<file path="config.mk">
export PLATFORM = sky130hd
export DESIGN_NAME = mips_mc_controller_flat
export DESIGN_NICKNAME = d
export VERILOG_FILES = /design/src/rtl/mips_ctrl_pkg.sv /design/src/rtl/mips_mc_controller_if.sv /design/src/rtl/mips_alu_dec.sv /design/src/rtl/mips_mc_controller.sv /design/src/flat_wrapper.sv
export SDC_FILE = /design/constraint.sdc
export NUM_CORES = 1
export LEC_CHECK = 0
export BUFFER_PORTS_ARGS = -buffer_cell sky130_fd_sc_hd__buf_2
export CORE_MARGIN = 5
export CORE_UTILIZATION = 38
export DETAILED_ROUTE_END_ITERATION = 16
export PLACE_DENSITY = 0.68
export SLEW_MARGIN = 10
export SYNTH_ARGS = -nofsm -noshare
export SYNTH_HDL_FRONTEND = slang
export SYNTH_SLANG_ARGS = --single-unit
</file>
<file path="constraint.sdc">
create_clock -name clk -period 2.2 [get_ports clk]
set_clock_uncertainty 0.15 [all_clocks]
set_input_delay 0.33 -clock clk [delete_from_list [all_inputs] [get_ports clk]]
set_output_delay 0.33 -clock clk [all_outputs]
set_load 0.01 [all_outputs]
</file>
<file path="src/rtl/mips_ctrl_pkg.sv">
// Shared decode constants for the MIPS controllers: opcodes, funcs, ALU codes,
// instruction classes, FSM state codes and datapath mux encodings.
package mips_ctrl_pkg;

   localparam logic [5:0] OP_RTYPE = 6'b000000;
   localparam logic [5:0] OP_J     = 6'b000010;
   localparam logic [5:0] OP_JAL   = 6'b000011;
   localparam logic [5:0] OP_BEQ   = 6'b000100;
   localparam logic [5:0] OP_BNE   = 6'b000101;
   localparam logic [5:0] OP_ADDI  = 6'b001000;
   localparam logic [5:0] OP_ADDIU = 6'b001001;
   localparam logic [5:0] OP_SLTI  = 6'b001010;
   localparam logic [5:0] OP_SLTIU = 6'b001011;
   localparam logic [5:0] OP_ANDI  = 6'b001100;
   localparam logic [5:0] OP_ORI   = 6'b001101;
   localparam logic [5:0] OP_XORI  = 6'b001110;
   localparam logic [5:0] OP_LUI   = 6'b001111;
   localparam logic [5:0] OP_LW    = 6'b100011;
   localparam logic [5:0] OP_SW    = 6'b101011;

   localparam logic [5:0] FN_SLL  = 6'b000000;
   localparam logic [5:0] FN_SRL  = 6'b000010;
   localparam logic [5:0] FN_SRA  = 6'b000011;
   localparam logic [5:0] FN_SLLV = 6'b000100;
   localparam logic [5:0] FN_SRLV = 6'b000110;
   localparam logic [5:0] FN_SRAV = 6'b000111;
   localparam logic [5:0] FN_JR   = 6'b001000;
   localparam logic [5:0] FN_ADD  = 6'b100000;
   localparam logic [5:0] FN_ADDU = 6'b100001;
   localparam logic [5:0] FN_SUB  = 6'b100010;
   localparam logic [5:0] FN_SUBU = 6'b100011;
   localparam logic [5:0] FN_AND  = 6'b100100;
   localparam logic [5:0] FN_OR   = 6'b100101;
   localparam logic [5:0] FN_XOR  = 6'b100110;
   localparam logic [5:0] FN_NOR  = 6'b100111;
   localparam logic [5:0] FN_SLT  = 6'b101010;
   localparam logic [5:0] FN_SLTU = 6'b101011;

   typedef enum logic [3:0] {
      ALU_AND = 4'd0, ALU_OR = 4'd1, ALU_ADD = 4'd2, ALU_SUB = 4'd3,
      ALU_SLT = 4'd4, ALU_NOR = 4'd5, ALU_XOR = 4'd6, ALU_LUI = 4'd7,
      ALU_SLL = 4'd8, ALU_SRL = 4'd9, ALU_SRA = 4'd10, ALU_SLLV = 4'd11,
      ALU_SRLV = 4'd12, ALU_SRAV = 4'd13, ALU_SLTU = 4'd14
   } alu_op_e;

   typedef enum logic [3:0] {
      CLS_R_ALU, CLS_I_ALU, CLS_LW, CLS_SW, CLS_BEQ, CLS_BNE,
      CLS_J, CLS_JAL, CLS_JR, CLS_ILL
   } instr_cls_e;

   localparam logic [3:0] S_FETCH    = 4'd0;
   localparam logic [3:0] S_DECODE   = 4'd1;
   localparam logic [3:0] S_EXEC_R   = 4'd2;
   localparam logic [3:0] S_EXEC_I   = 4'd3;
   localparam logic [3:0] S_WB_R     = 4'd4;
   localparam logic [3:0] S_WB_I     = 4'd5;
   localparam logic [3:0] S_MEM_ADDR = 4'd6;
   localparam logic [3:0] S_MEM_RD   = 4'd7;
   localparam logic [3:0] S_MEM_WB   = 4'd8;
   localparam logic [3:0] S_MEM_WR   = 4'd9;
   localparam logic [3:0] S_BRANCH   = 4'd10;
   localparam logic [3:0] S_JUMP     = 4'd11;
   localparam logic [3:0] S_JAL      = 4'd12;
   localparam logic [3:0] S_JR       = 4'd13;
   localparam logic [3:0] S_ILLEGAL  = 4'd14;

   localparam logic [1:0] PCSRC_ALU    = 2'b00;
   localparam logic [1:0] PCSRC_ALUOUT = 2'b01;
   localparam logic [1:0] PCSRC_JUMP   = 2'b10;
   localparam logic [1:0] PCSRC_RS     = 2'b11;
   localparam logic [1:0] REGDST_RT    = 2'b00;
   localparam logic [1:0] REGDST_RD    = 2'b01;
   localparam logic [1:0] REGDST_RA    = 2'b10;
   localparam logic [1:0] M2R_ALUOUT   = 2'b00;
   localparam logic [1:0] M2R_MDR      = 2'b01;
   localparam logic [1:0] M2R_PC       = 2'b10;
   localparam logic [1:0] SRCB_RT      = 2'b00;
   localparam logic [1:0] SRCB_FOUR    = 2'b01;
   localparam logic [1:0] SRCB_IMM     = 2'b10;
   localparam logic [1:0] SRCB_IMM_SH  = 2'b11;

endpackage

</file>
<file path="src/rtl/mips_mc_controller_if.sv">
// Controller <-> datapath/memory bundle. master = controller, slave = datapath side.
interface mips_mc_controller_if #(
   parameter int ALUOP_W = 4,
   parameter int CNT_W   = 32
);
   logic [5:0]         opcode;
   logic [5:0]         func;
   logic               alu_zero;
   logic               mem_ready;
   logic               mem_read;
   logic               mem_write;
   logic               iord;
   logic               ir_write;
   logic               pc_en;
   logic [1:0]         pc_src;
   logic               reg_write;
   logic [1:0]         reg_dst;
   logic [1:0]         mem_to_reg;
   logic               alu_src_a;
   logic [1:0]         alu_src_b;
   logic [ALUOP_W-1:0] alu_op;
   logic               signed_imm;
   logic               illegal_instr;
   logic [CNT_W-1:0]   retired;

   modport master (
      input  opcode, func, alu_zero, mem_ready,
      output mem_read, mem_write, iord, ir_write, pc_en, pc_src, reg_write,
             reg_dst, mem_to_reg, alu_src_a, alu_src_b, alu_op, signed_imm,
             illegal_instr, retired
   );

   modport slave (
      output opcode, func, alu_zero, mem_ready,
      input  mem_read, mem_write, iord, ir_write, pc_en, pc_src, reg_write,
             reg_dst, mem_to_reg, alu_src_a, alu_src_b, alu_op, signed_imm,
             illegal_instr, retired
   );
endinterface

</file>
<file path="src/rtl/mips_alu_dec.sv">
// Combinational instruction decode: opcode/func to ALU op, immediate extension,
// instruction class and legality.
module mips_alu_dec
   import mips_ctrl_pkg::*;
(
   input  logic [5:0] opcode,
   input  logic [5:0] func,
   output alu_op_e    alu_op,
   output logic       signed_imm,
   output instr_cls_e cls,
   output logic       legal
);
   always_comb begin
      alu_op     = ALU_ADD;
      signed_imm = 1'b0;
      cls        = CLS_ILL;
      legal      = 1'b1;
      case (opcode)
         OP_RTYPE: begin
            cls = CLS_R_ALU;
            case (func)
               FN_ADD, FN_ADDU: alu_op = ALU_ADD;
               FN_SUB, FN_SUBU: alu_op = ALU_SUB;
               FN_SLT:          alu_op = ALU_SLT;
               FN_SLTU:         alu_op = ALU_SLTU;
               FN_AND:          alu_op = ALU_AND;
               FN_OR:           alu_op = ALU_OR;
               FN_XOR:          alu_op = ALU_XOR;
               FN_NOR:          alu_op = ALU_NOR;
               FN_SLL:          alu_op = ALU_SLL;
               FN_SRL:          alu_op = ALU_SRL;
               FN_SRA:          alu_op = ALU_SRA;
               FN_SLLV:         alu_op = ALU_SLLV;
               FN_SRLV:         alu_op = ALU_SRLV;
               FN_SRAV:         alu_op = ALU_SRAV;
               FN_JR:           cls    = CLS_JR;
               default: begin
                  cls   = CLS_ILL;
                  legal = 1'b0;
               end
            endcase
         end
         OP_ADDI, OP_ADDIU: begin cls = CLS_I_ALU; alu_op = ALU_ADD;  signed_imm = 1'b1; end
         OP_SLTI:           begin cls = CLS_I_ALU; alu_op = ALU_SLT;  signed_imm = 1'b1; end
         OP_SLTIU:          begin cls = CLS_I_ALU; alu_op = ALU_SLTU; signed_imm = 1'b1; end
         OP_ANDI:           begin cls = CLS_I_ALU; alu_op = ALU_AND; end
         OP_ORI:            begin cls = CLS_I_ALU; alu_op = ALU_OR;  end
         OP_XORI:           begin cls = CLS_I_ALU; alu_op = ALU_XOR; end
         OP_LUI:            begin cls = CLS_I_ALU; alu_op = ALU_LUI; end
         OP_LW:             begin cls = CLS_LW;  signed_imm = 1'b1; end
         OP_SW:             begin cls = CLS_SW;  signed_imm = 1'b1; end
         OP_BEQ:            begin cls = CLS_BEQ; alu_op = ALU_SUB; signed_imm = 1'b1; end
         OP_BNE:            begin cls = CLS_BNE; alu_op = ALU_SUB; signed_imm = 1'b1; end
         OP_J:              cls = CLS_J;
         OP_JAL:            cls = CLS_JAL;
         default: begin
            cls   = CLS_ILL;
            legal = 1'b0;
         end
      endcase
   end
endmodule

</file>
<file path="src/rtl/mips_mc_controller.sv">
// Multi-cycle MIPS control FSM: sequences fetch/decode/execute/memory/write-back
// over a shared ALU and memory port, and counts retired legal instructions.
module mips_mc_controller
   import mips_ctrl_pkg::*;
#(
   parameter int ALUOP_W = 4,
   parameter int CNT_W   = 32
) (
   input logic                  clk,
   input logic                  rst,
   mips_mc_controller_if.master bus
);
   logic [3:0]       state, next;
   logic [CNT_W-1:0] count;
   alu_op_e          dec_op;
   instr_cls_e       cls;
   logic             dec_sgn, dec_legal;

   logic       mem_read, mem_write, iord, ir_write, reg_write, src_a, illegal, sgn;
   logic       pc_write, pc_write_cond, branch_ne, retire;
   logic [1:0] pc_src, reg_dst, mem_to_reg, src_b;
   logic [3:0] op4;

   mips_alu_dec u_dec (
      .opcode     (bus.opcode),
      .func       (bus.func),
      .alu_op     (dec_op),
      .signed_imm (dec_sgn),
      .cls        (cls),
      .legal      (dec_legal)
   );

   always_comb begin
      next          = state;
      mem_read      = 1'b0;
      mem_write     = 1'b0;
      iord          = 1'b0;
      ir_write      = 1'b0;
      reg_write     = 1'b0;
      src_a         = 1'b0;
      illegal       = 1'b0;
      pc_write      = 1'b0;
      pc_write_cond = 1'b0;
      branch_ne     = 1'b0;
      retire        = 1'b0;
      pc_src        = PCSRC_ALU;
      reg_dst       = REGDST_RT;
      mem_to_reg    = M2R_ALUOUT;
      src_b         = SRCB_RT;
      op4           = ALU_AND;
      // IR is only meaningful once loaded, so extension mode is suppressed in FETCH
      sgn           = (state != S_FETCH) && dec_sgn;
      case (state)
         S_FETCH: begin
            mem_read = 1'b1;
            src_b    = SRCB_FOUR;
            op4      = ALU_ADD;
            if (bus.mem_ready) begin
               ir_write = 1'b1;
               pc_write = 1'b1;
               next     = S_DECODE;
            end
         end
         S_DECODE: begin
            src_b = SRCB_IMM_SH;
            op4   = ALU_ADD;
            if (!dec_legal) next = S_ILLEGAL;
            else begin
               case (cls)
                  CLS_R_ALU:      next = S_EXEC_R;
                  CLS_I_ALU:      next = S_EXEC_I;
                  CLS_LW, CLS_SW: next = S_MEM_ADDR;
                  CLS_BEQ,
                  CLS_BNE:        next = S_BRANCH;
                  CLS_J:          next = S_JUMP;
                  CLS_JAL:        next = S_JAL;
                  CLS_JR:         next = S_JR;
                  default:        next = S_ILLEGAL;
               endcase
            end
         end
         S_EXEC_R:   begin src_a = 1'b1; src_b = SRCB_RT;  op4 = dec_op; next = S_WB_R; end
         S_EXEC_I:   begin src_a = 1'b1; src_b = SRCB_IMM; op4 = dec_op; next = S_WB_I; end
         S_WB_R:     begin reg_write = 1'b1; reg_dst = REGDST_RD; retire = 1'b1; next = S_FETCH; end
         S_WB_I:     begin reg_write = 1'b1; retire = 1'b1; next = S_FETCH; end
         S_MEM_ADDR: begin
            src_a = 1'b1;
            src_b = SRCB_IMM;
            op4   = ALU_ADD;
            next  = (cls == CLS_LW) ? S_MEM_RD : S_MEM_WR;
         end
         S_MEM_RD: begin
            mem_read = 1'b1;
            iord     = 1'b1;
            if (bus.mem_ready) next = S_MEM_WB;
         end
         S_MEM_WB: begin
            reg_write  = 1'b1;
            mem_to_reg = M2R_MDR;
            retire     = 1'b1;
            next       = S_FETCH;
         end
         S_MEM_WR: begin
            mem_write = 1'b1;
            iord      = 1'b1;
            if (bus.mem_ready) begin
               retire = 1'b1;
               next   = S_FETCH;
            end
         end
         S_BRANCH: begin
            src_a         = 1'b1;
            op4           = ALU_SUB;
            pc_write_cond = 1'b1;
            pc_src        = PCSRC_ALUOUT;
            branch_ne     = (cls == CLS_BNE);
            retire        = 1'b1;
            next          = S_FETCH;
         end
         S_JUMP: begin pc_write = 1'b1; pc_src = PCSRC_JUMP; retire = 1'b1; next = S_FETCH; end
         S_JAL: begin
            pc_write   = 1'b1;
            pc_src     = PCSRC_JUMP;
            reg_write  = 1'b1;
            reg_dst    = REGDST_RA;
            mem_to_reg = M2R_PC;
            retire     = 1'b1;
            next       = S_FETCH;
         end
         S_JR:      begin pc_write = 1'b1; pc_src = PCSRC_RS; retire = 1'b1; next = S_FETCH; end
         S_ILLEGAL: begin illegal = 1'b1; next = S_FETCH; end
         default:   next = S_FETCH;
      endcase
      // Reset silences every control line in the same cycle, aborting any wait
      if (rst) begin
         mem_read = 1'b0; mem_write = 1'b0; iord = 1'b0; ir_write = 1'b0;
         reg_write = 1'b0; src_a = 1'b0; illegal = 1'b0; sgn = 1'b0;
         pc_write = 1'b0; pc_write_cond = 1'b0; branch_ne = 1'b0; retire = 1'b0;
         pc_src = 2'b00; reg_dst = 2'b00; mem_to_reg = 2'b00; src_b = 2'b00;
         op4 = 4'b0000;
      end
   end

   always_ff @(posedge clk) begin
      if (rst) begin
         state <= S_FETCH;
         count <= '0;
      end else begin
         state <= next;
         if (retire) count <= count + 1'b1;
      end
   end

   assign bus.mem_read      = mem_read;
   assign bus.mem_write     = mem_write;
   assign bus.iord          = iord;
   assign bus.ir_write      = ir_write;
   assign bus.pc_en         = pc_write | (pc_write_cond & (bus.alu_zero ^ branch_ne));
   assign bus.pc_src        = pc_src;
   assign bus.reg_write     = reg_write;
   assign bus.reg_dst       = reg_dst;
   assign bus.mem_to_reg    = mem_to_reg;
   assign bus.alu_src_a     = src_a;
   assign bus.alu_src_b     = src_b;
   assign bus.alu_op        = ALUOP_W'(op4);
   assign bus.signed_imm    = sgn;
   assign bus.illegal_instr = illegal;
   assign bus.retired       = count;
endmodule

</file>
<file path="src/flat_wrapper.sv">
// flat-port wrapper written by rule: the top's interface ports become plain ports
module mips_mc_controller_flat import mips_ctrl_pkg::*;
#(
   parameter int ALUOP_W = 4,
   parameter int CNT_W   = 32
)
  (clk, rst, bus_opcode, bus_func, bus_alu_zero, bus_mem_ready, bus_mem_read, bus_mem_write, bus_iord, bus_ir_write, bus_pc_en, bus_pc_src, bus_reg_write, bus_reg_dst, bus_mem_to_reg, bus_alu_src_a, bus_alu_src_b, bus_alu_op, bus_signed_imm, bus_illegal_instr, bus_retired);
  mips_mc_controller_if #(.ALUOP_W(ALUOP_W), .CNT_W(CNT_W)) bus_i ();
  input logic clk;
  input logic rst;
  input wire logic [$bits(bus_i.opcode)-1:0] bus_opcode;
  input wire logic [$bits(bus_i.func)-1:0] bus_func;
  input wire logic [$bits(bus_i.alu_zero)-1:0] bus_alu_zero;
  input wire logic [$bits(bus_i.mem_ready)-1:0] bus_mem_ready;
  output wire logic [$bits(bus_i.mem_read)-1:0] bus_mem_read;
  output wire logic [$bits(bus_i.mem_write)-1:0] bus_mem_write;
  output wire logic [$bits(bus_i.iord)-1:0] bus_iord;
  output wire logic [$bits(bus_i.ir_write)-1:0] bus_ir_write;
  output wire logic [$bits(bus_i.pc_en)-1:0] bus_pc_en;
  output wire logic [$bits(bus_i.pc_src)-1:0] bus_pc_src;
  output wire logic [$bits(bus_i.reg_write)-1:0] bus_reg_write;
  output wire logic [$bits(bus_i.reg_dst)-1:0] bus_reg_dst;
  output wire logic [$bits(bus_i.mem_to_reg)-1:0] bus_mem_to_reg;
  output wire logic [$bits(bus_i.alu_src_a)-1:0] bus_alu_src_a;
  output wire logic [$bits(bus_i.alu_src_b)-1:0] bus_alu_src_b;
  output wire logic [$bits(bus_i.alu_op)-1:0] bus_alu_op;
  output wire logic [$bits(bus_i.signed_imm)-1:0] bus_signed_imm;
  output wire logic [$bits(bus_i.illegal_instr)-1:0] bus_illegal_instr;
  output wire logic [$bits(bus_i.retired)-1:0] bus_retired;
  assign bus_i.opcode = bus_opcode;
  assign bus_i.func = bus_func;
  assign bus_i.alu_zero = bus_alu_zero;
  assign bus_i.mem_ready = bus_mem_ready;
  assign bus_mem_read = bus_i.mem_read;
  assign bus_mem_write = bus_i.mem_write;
  assign bus_iord = bus_i.iord;
  assign bus_ir_write = bus_i.ir_write;
  assign bus_pc_en = bus_i.pc_en;
  assign bus_pc_src = bus_i.pc_src;
  assign bus_reg_write = bus_i.reg_write;
  assign bus_reg_dst = bus_i.reg_dst;
  assign bus_mem_to_reg = bus_i.mem_to_reg;
  assign bus_alu_src_a = bus_i.alu_src_a;
  assign bus_alu_src_b = bus_i.alu_src_b;
  assign bus_alu_op = bus_i.alu_op;
  assign bus_signed_imm = bus_i.signed_imm;
  assign bus_illegal_instr = bus_i.illegal_instr;
  assign bus_retired = bus_i.retired;
  mips_mc_controller #(.ALUOP_W(ALUOP_W), .CNT_W(CNT_W)) u_core (.clk(clk), .rst(rst), .bus(bus_i));
endmodule
</file>
Word-level counts from Yosys, hierarchy flattened
Memories as Yosys holds them, arrays and structs flattened.
Cells that the tools add are included.
Operators by class
  add/sub/neg operators: 1
  eq/ne operators: 49
  muxes and demuxes: 47
  bitwise gates (word level): 3
  reductions and logical operators: 23
Operators by type and width (count)
  6-bit == test, second input constant: 12
  4-bit one-hot mux with 8 select lines: 2
  6-bit by 4-bit == test with 1-bit output, second input constant: 9
  4-bit one-hot mux with 13 select lines: 1
  32-bit by 1-bit adder with 32-bit output, second input constant: 1
  6-bit by 3-bit == test with 1-bit output, second input constant: 5
  4-bit == test, second input constant: 7
  4-bit one-hot mux with 7 select lines: 1
  6-bit by 2-bit == test with 1-bit output, second input constant: 4
  1-bit two-way mux: 24
  4-bit two-way mux: 6
  4-bit by 3-bit == test with 1-bit output, second input constant: 5
  17-bit OR reduction: 1
  16-bit OR reduction: 1
  8-bit OR reduction: 2
  14-bit OR reduction: 1
  2-bit OR reduction: 7
  4-bit by 2-bit == test with 1-bit output, second input constant: 3
  6-bit zero test: 2
  2-bit one-hot mux with 3 select lines: 2
  4-bit one-hot mux with 3 select lines: 1
  2-bit two-way mux: 4
  2-bit one-hot mux with 2 select lines: 2
  4-bit one-hot mux with 2 select lines: 1
  13 further kinds: 19
Storage, ports and cells
  flip-flop bits (word level): 36
  memory bits (read-only): 64
  word-level logic and storage cells: 126
  memories kept: 1
Memory list
  (name not given): depth 16, width 4, read ports 1, clocked after Yosys merged registers in 0, write ports 0, RTL line mips_mc_controller.sv:69  | case (cls)

Logic depth before layout (Yosys ltp)
  word-level depth: 10
  mapped depth: 7
  depth with buffers taken out: 6

Modules after synthesis
A second synthesis with hierarchy kept.
Unflattened totals
  cell total of the unflattened synthesis: 362
  area, all modules: 2651.3 um2
By module, submodules not included
  mips_mc_controller: times used 1, cells an instance 292, area an instance 2219.6 um2, sequential area each 720.7 um2
  mips_alu_dec: times used 1, cells an instance 70, area an instance 431.7 um2, sequential area each 0.0 um2

Worst setup path after synthesis
Ideal clock, no wire load.
  path type: input port to output port
  from: in bus_opcode[4]
  to: out bus_alu_op[0]
  arrival time: 1937 ps
  required time: 1720 ps
  path slack: -217 ps
  stages on the path: 7
  buffers on the path: 1
  path through: clkbuf_1 or4_1 or3_4 nor4b_2 a32o_1 a21oi_1 nor2_1
On the way
  longest elaborated chain between the ends: 5
  elaborated cells between the ends (all ways): 13
  those cells by class: eq/ne (8); mux (3); reduce/logical (2)
RTL lines
  start: declaration: RTL line flat_wrapper.sv:11  | input wire logic [$bits(bus_i.opcode)-1:0] bus_opcode;
  6-bit by 3-bit == test with 1-bit output: RTL line mips_alu_dec.sv:18  | case (opcode)
  2-bit OR reduction (no source line)
  4-bit one-hot mux with 8 select lines (*): RTL line mips_alu_dec.sv:18
  4-bit one-hot mux with 3 select lines (*): RTL line mips_mc_controller.sv:53  | case (state)
  4-bit two-way mux (*): RTL line mips_mc_controller.sv:135  | if (rst) begin
  end: declaration: RTL line flat_wrapper.sv:26  | output wire logic [$bits(bus_i.alu_op)-1:0] bus_alu_op;
Every way passes the cells marked *; elsewhere a longest branch is shown, timed or not.

Worst setup path after layout
  from: in bus_opcode[3]
  to: out bus_alu_op[1]
Same word-level chain as after synthesis.

==> metrics.md <==
| Metric | Value |
|---|---|
| Wirelength per Cell | 14.0 um |
| End of the worst register-to-register path | u_core.bus.retired[28] |
| Switching power | 0.000441 W |
| Reg2Reg Launch Point | u_core.bus.retired[6] |
| Initial Util | 0.392 |
| Critical path launch point type | input pin |
| Via count | 2766 |
| Maximum vdd drop | about 0.42 mV |
| IO Pins | 69 |
| Hold Crit Depth | 2 |
| Max Cap Violations | 0 |
| # DRC | 0 |
| CP arrival | 2.08 ns |
| Initial DRC count | 125 |
| Crit path kind | input pin to primary output |
| Share of layout cells above drive strength 1 | 0.304 |
| Fmax | 391 MHz |
| Antenna violations before repair | 0 |
| Ys flop type | dfxtp_1 |
| Mapped Area | 2510 sq um |
| Pin count of the biggest net entering global routing | 23 |
| Overall Global Routing Usage | 0.159 |
| Post-layout min period | 2.56 ns |
| Vias in the first global route | ~2400 |
| Clock Latency Late Sink | approximately 0.27 ns |
| GPL Wtd Cong | approximately 0.83 |
| Setup TNS | -1.51 ns |
| Failing checks | setup timing |
| Synthesized flop and latch total | 36 |
| Clock sink count | 36 |
| TritonRoute pass-1 iters | 4 |
| Post-synth EDFFs | 0 |
| Routed WL | 7.19 mm |
| Cts hold-fix bufs | 0 |
| Clock buffer depth | 2 |
| Slew @ Worst Pin | 0.440 ns |
| Final worst slack | -0.356 ns |
| # rows | 29 |
| Filler cells | 632 |
| CP endpoint kind | primary output |
| Final slew viol count | 0 |
| Final Hold Viols | 0 |
| Area delta synth->final | 32.6% |
| Core area | 6390 sq um |
| Synth cell types | 53 |
| Switching share of power | 0.300 |
| Sequential area share after synthesis | 0.288 |
| Type of the worst min-delay path | input pin to register |
| RSZ-0062 raised after global routing | yes |
| Clock network power share | 0.299 |
| P per Cell Area | approximately 440 nW/um^2 |
| Fin area | ~3300 sq um |
| Worst Reg-to-Reg Cells | 6 |
| Clock root buffer | clkbuf_8 |
| Hold Crit Start | rst |
| Status | finished with violations |
| Input/output buffers | 68 |
| Synth warn | 0 |
| CTS tree | built |
| Flop pwr share | 0.460 |
| Clock slew at reported path FFs | around 0.070 ns |
| DR vias/cell | 5.37 |
| Worst slew margin | 0.703 |
| Die area | 8320 sq um |
| Cells after synthesis | about 350 |
| Leakage Power | 1.41 nW |
| CTS Buf Count | 5 |
| Combinational power share | 0.241 |
| Pint | 0.00103 W |
| FF-to-FF setup slack | 0.17 ns |
| Hold EP | u_core.bus.retired[11] |
| Diode count | 0 |
| H-Tree Level Count | 2 |
| Crit Path Max Fanout | 3 |
| Period utilization | 1.16 |
| Die X-Extent | 91.2 um |
| Die H | 91.2 um |
| Placed cell area | 3110 sq um |
| Final Net Count | approximately 460 |
| Required time worst endpoint | about 1.7 ns |
| Final setup viols | 7 |
| Global-route wire length before repair | around 11 mm |
| GRT overflow | 0 |
| Syn nets | 365 |
| Detailed placement HPWL | between 5 and 6 mm |
| Syn Area/Cell | about 7.2 sq um |
| Ys async rst share | 0 |
| Post-route ant nets | 0 |
sequential cells by signal (all words and copies together) (netlist names):
register and cells:
u_core.state 4, u_core.bus.retired 32
layout by cell type, fill, tap and decap left out, types with 2 or more instances in the layout:
cell type  Yosys  routed
and4_1         2       2
or3_1          3       3
a21oi_2        0       3
a211o_1        2       2
xor2_1        26      26
nor3b_1        4       3
a21oi_1       22      19
nand4_1       16      16
nand3_1       15      14
o32a_1         2       2
o22ai_1        3       2
nand2_1       32      32
inv_1          5       5
nor4_1         7       7
o31ai_1        2       2
buf_4          0      33
nor2_1        63      62
nand2b_1      13      13
and3_1         5       5
or3_4          1       2
buf_2          1      65
a211oi_1       3       3
xnor2_1        5       5
a31oi_1        4       4
buf_6          0       7
and2_1         3       3
dfxtp_2        0       2
nor3_1         7       7
o21ai_0       11      10
o21ai_1        1       2
nand4b_1       2       2
nor2b_1        5       5
clkbuf_8       0       5
o21a_1         2       2
dfxtp_1       36      34
critical path, cell delays in order:
cell	delay (ns)
buf_6	0.09
or4_4	0.52
or3_4	0.37
buf_4	0.15
buf_6	0.12
o21bai_2	0.21
a21oi_2	0.14
buf_2	0.14
synthesized netlist by cell type (2+ instances only):
| cell | count | area (sq um) |
|---|---|---|
| a211o_1 | 2 | 17.5 |
| a211oi_1 | 3 | 22.5 |
| a21oi_1 | 22 | 110 |
| a31oi_1 | 4 | 25.0 |
| and2_1 | 3 | 18.8 |
| and3_1 | 5 | 31.3 |
| and4_1 | 2 | 17.5 |
| clkbuf_1 | 21 | 78.8 |
| dfxtp_1 | 36 | 721 |
| inv_1 | 5 | 18.8 |
| nand2_1 | 32 | 120 |
| nand2b_1 | 13 | 81.3 |
| nand3_1 | 15 | 75.1 |
| nand4_1 | 16 | 100 |
| nand4b_1 | 2 | 17.5 |
| nor2_1 | 63 | 236 |
| nor2b_1 | 5 | 31.3 |
| nor3_1 | 7 | 35.0 |
| nor3b_1 | 4 | 30.0 |
| nor4_1 | 7 | 43.8 |
| o21a_1 | 2 | 15.0 |
| o21ai_0 | 11 | 55.1 |
| o21bai_1 | 2 | 15.0 |
| o22ai_1 | 3 | 18.8 |
| o31ai_1 | 2 | 15.0 |
| o32a_1 | 2 | 20.0 |
| or2_2 | 2 | 12.5 |
| or3_1 | 3 | 18.8 |
| xnor2_1 | 5 | 43.8 |
| xor2_1 | 26 | 228 |
kinds of logic after synthesis:
kind of cell | count (synthesis) | synth area share
and+or+nand+nor | 188 | 0.381
adders and majority gates | 2 | 0.00899
buffers and inverters | 27 | 0.0409
AOI/OAI and AO/OA | 64 | 0.173
xor gates and xnor gates | 31 | 0.108
DFF | 36 | 0.288
per-stage QoR:
stage                     power [W]  instances  worst slack, ns  hold WS (ns)  utilization
after floorplan            0.000893        348           -0.148         0.364            -
after global placement      0.00101        502           -0.373         0.340        0.487
after detailed placement    0.00101        502           -0.384         0.354        0.487
after CTS                   0.00145        510           -0.350         0.267        0.505
after global routing        0.00154        515           -0.453         0.285        0.520
final                       0.00147        515           -0.356         0.274        0.520
layer usage:
| layer | global-route usage | share of wire | vias to the layer above |
|---|---|---|---|
| li1 | - | - | 1412 |
| met1 | 0.220 | 0.46 | 1261 |
| met2 | 0.257 | 0.47 | 85 |
| met3 | 0.0298 | 0.059 | 8 |
| met4 | 0.0379 | 0.011 | 0 |
| met5 | 0 | 0 | - |
final cells by class:
cell class,instances,area (sq um),share of cell area
sequential,36,723,0.218
inverter,5,18.8,0.00565
clock inverter,1,5.00,0.00151
clock buffer,6,72.6,0.0218
multi-input combinational,285,1750,0.528
tap,77,96.3,0.0290
timing repair buffer,105,652,0.196
power by group through the flow:
stage               combinational, W  sequential [W]  clock (W)
CTS                         0.000333        0.000674   0.000447
detailed placement          0.000325        0.000689          0
global route                0.000385        0.000677   0.000477
global placement            0.000321        0.000689          0
finish                      0.000354        0.000675   0.000438
floorplan                   0.000204        0.000689          0
worst max path at each step:
stage	cells after the start	from	slack, ns	end
floorplan	7	bus_opcode[4]	-0.15	bus_alu_op[0]
global placement	7	bus_opcode[3]	-0.37	bus_alu_op[3]
detailed placement	7	bus_opcode[3]	-0.38	bus_alu_op[3]
CTS	7	bus_opcode[3]	-0.35	bus_alu_op[3]
global route	7	bus_opcode[3]	-0.45	bus_alu_op[3]
finish	8	bus_opcode[3]	-0.36	bus_alu_op[1]
repair_timing:
action / 4_1_cts / 5_1_grt
endpoints found under the setup margin: 7 / 15
gates resized for setup: 9 / 15
buffers inserted: 1 / 6
pin swaps: 0 / 9
Note: power is estimated with default switching activity, not from simulation.
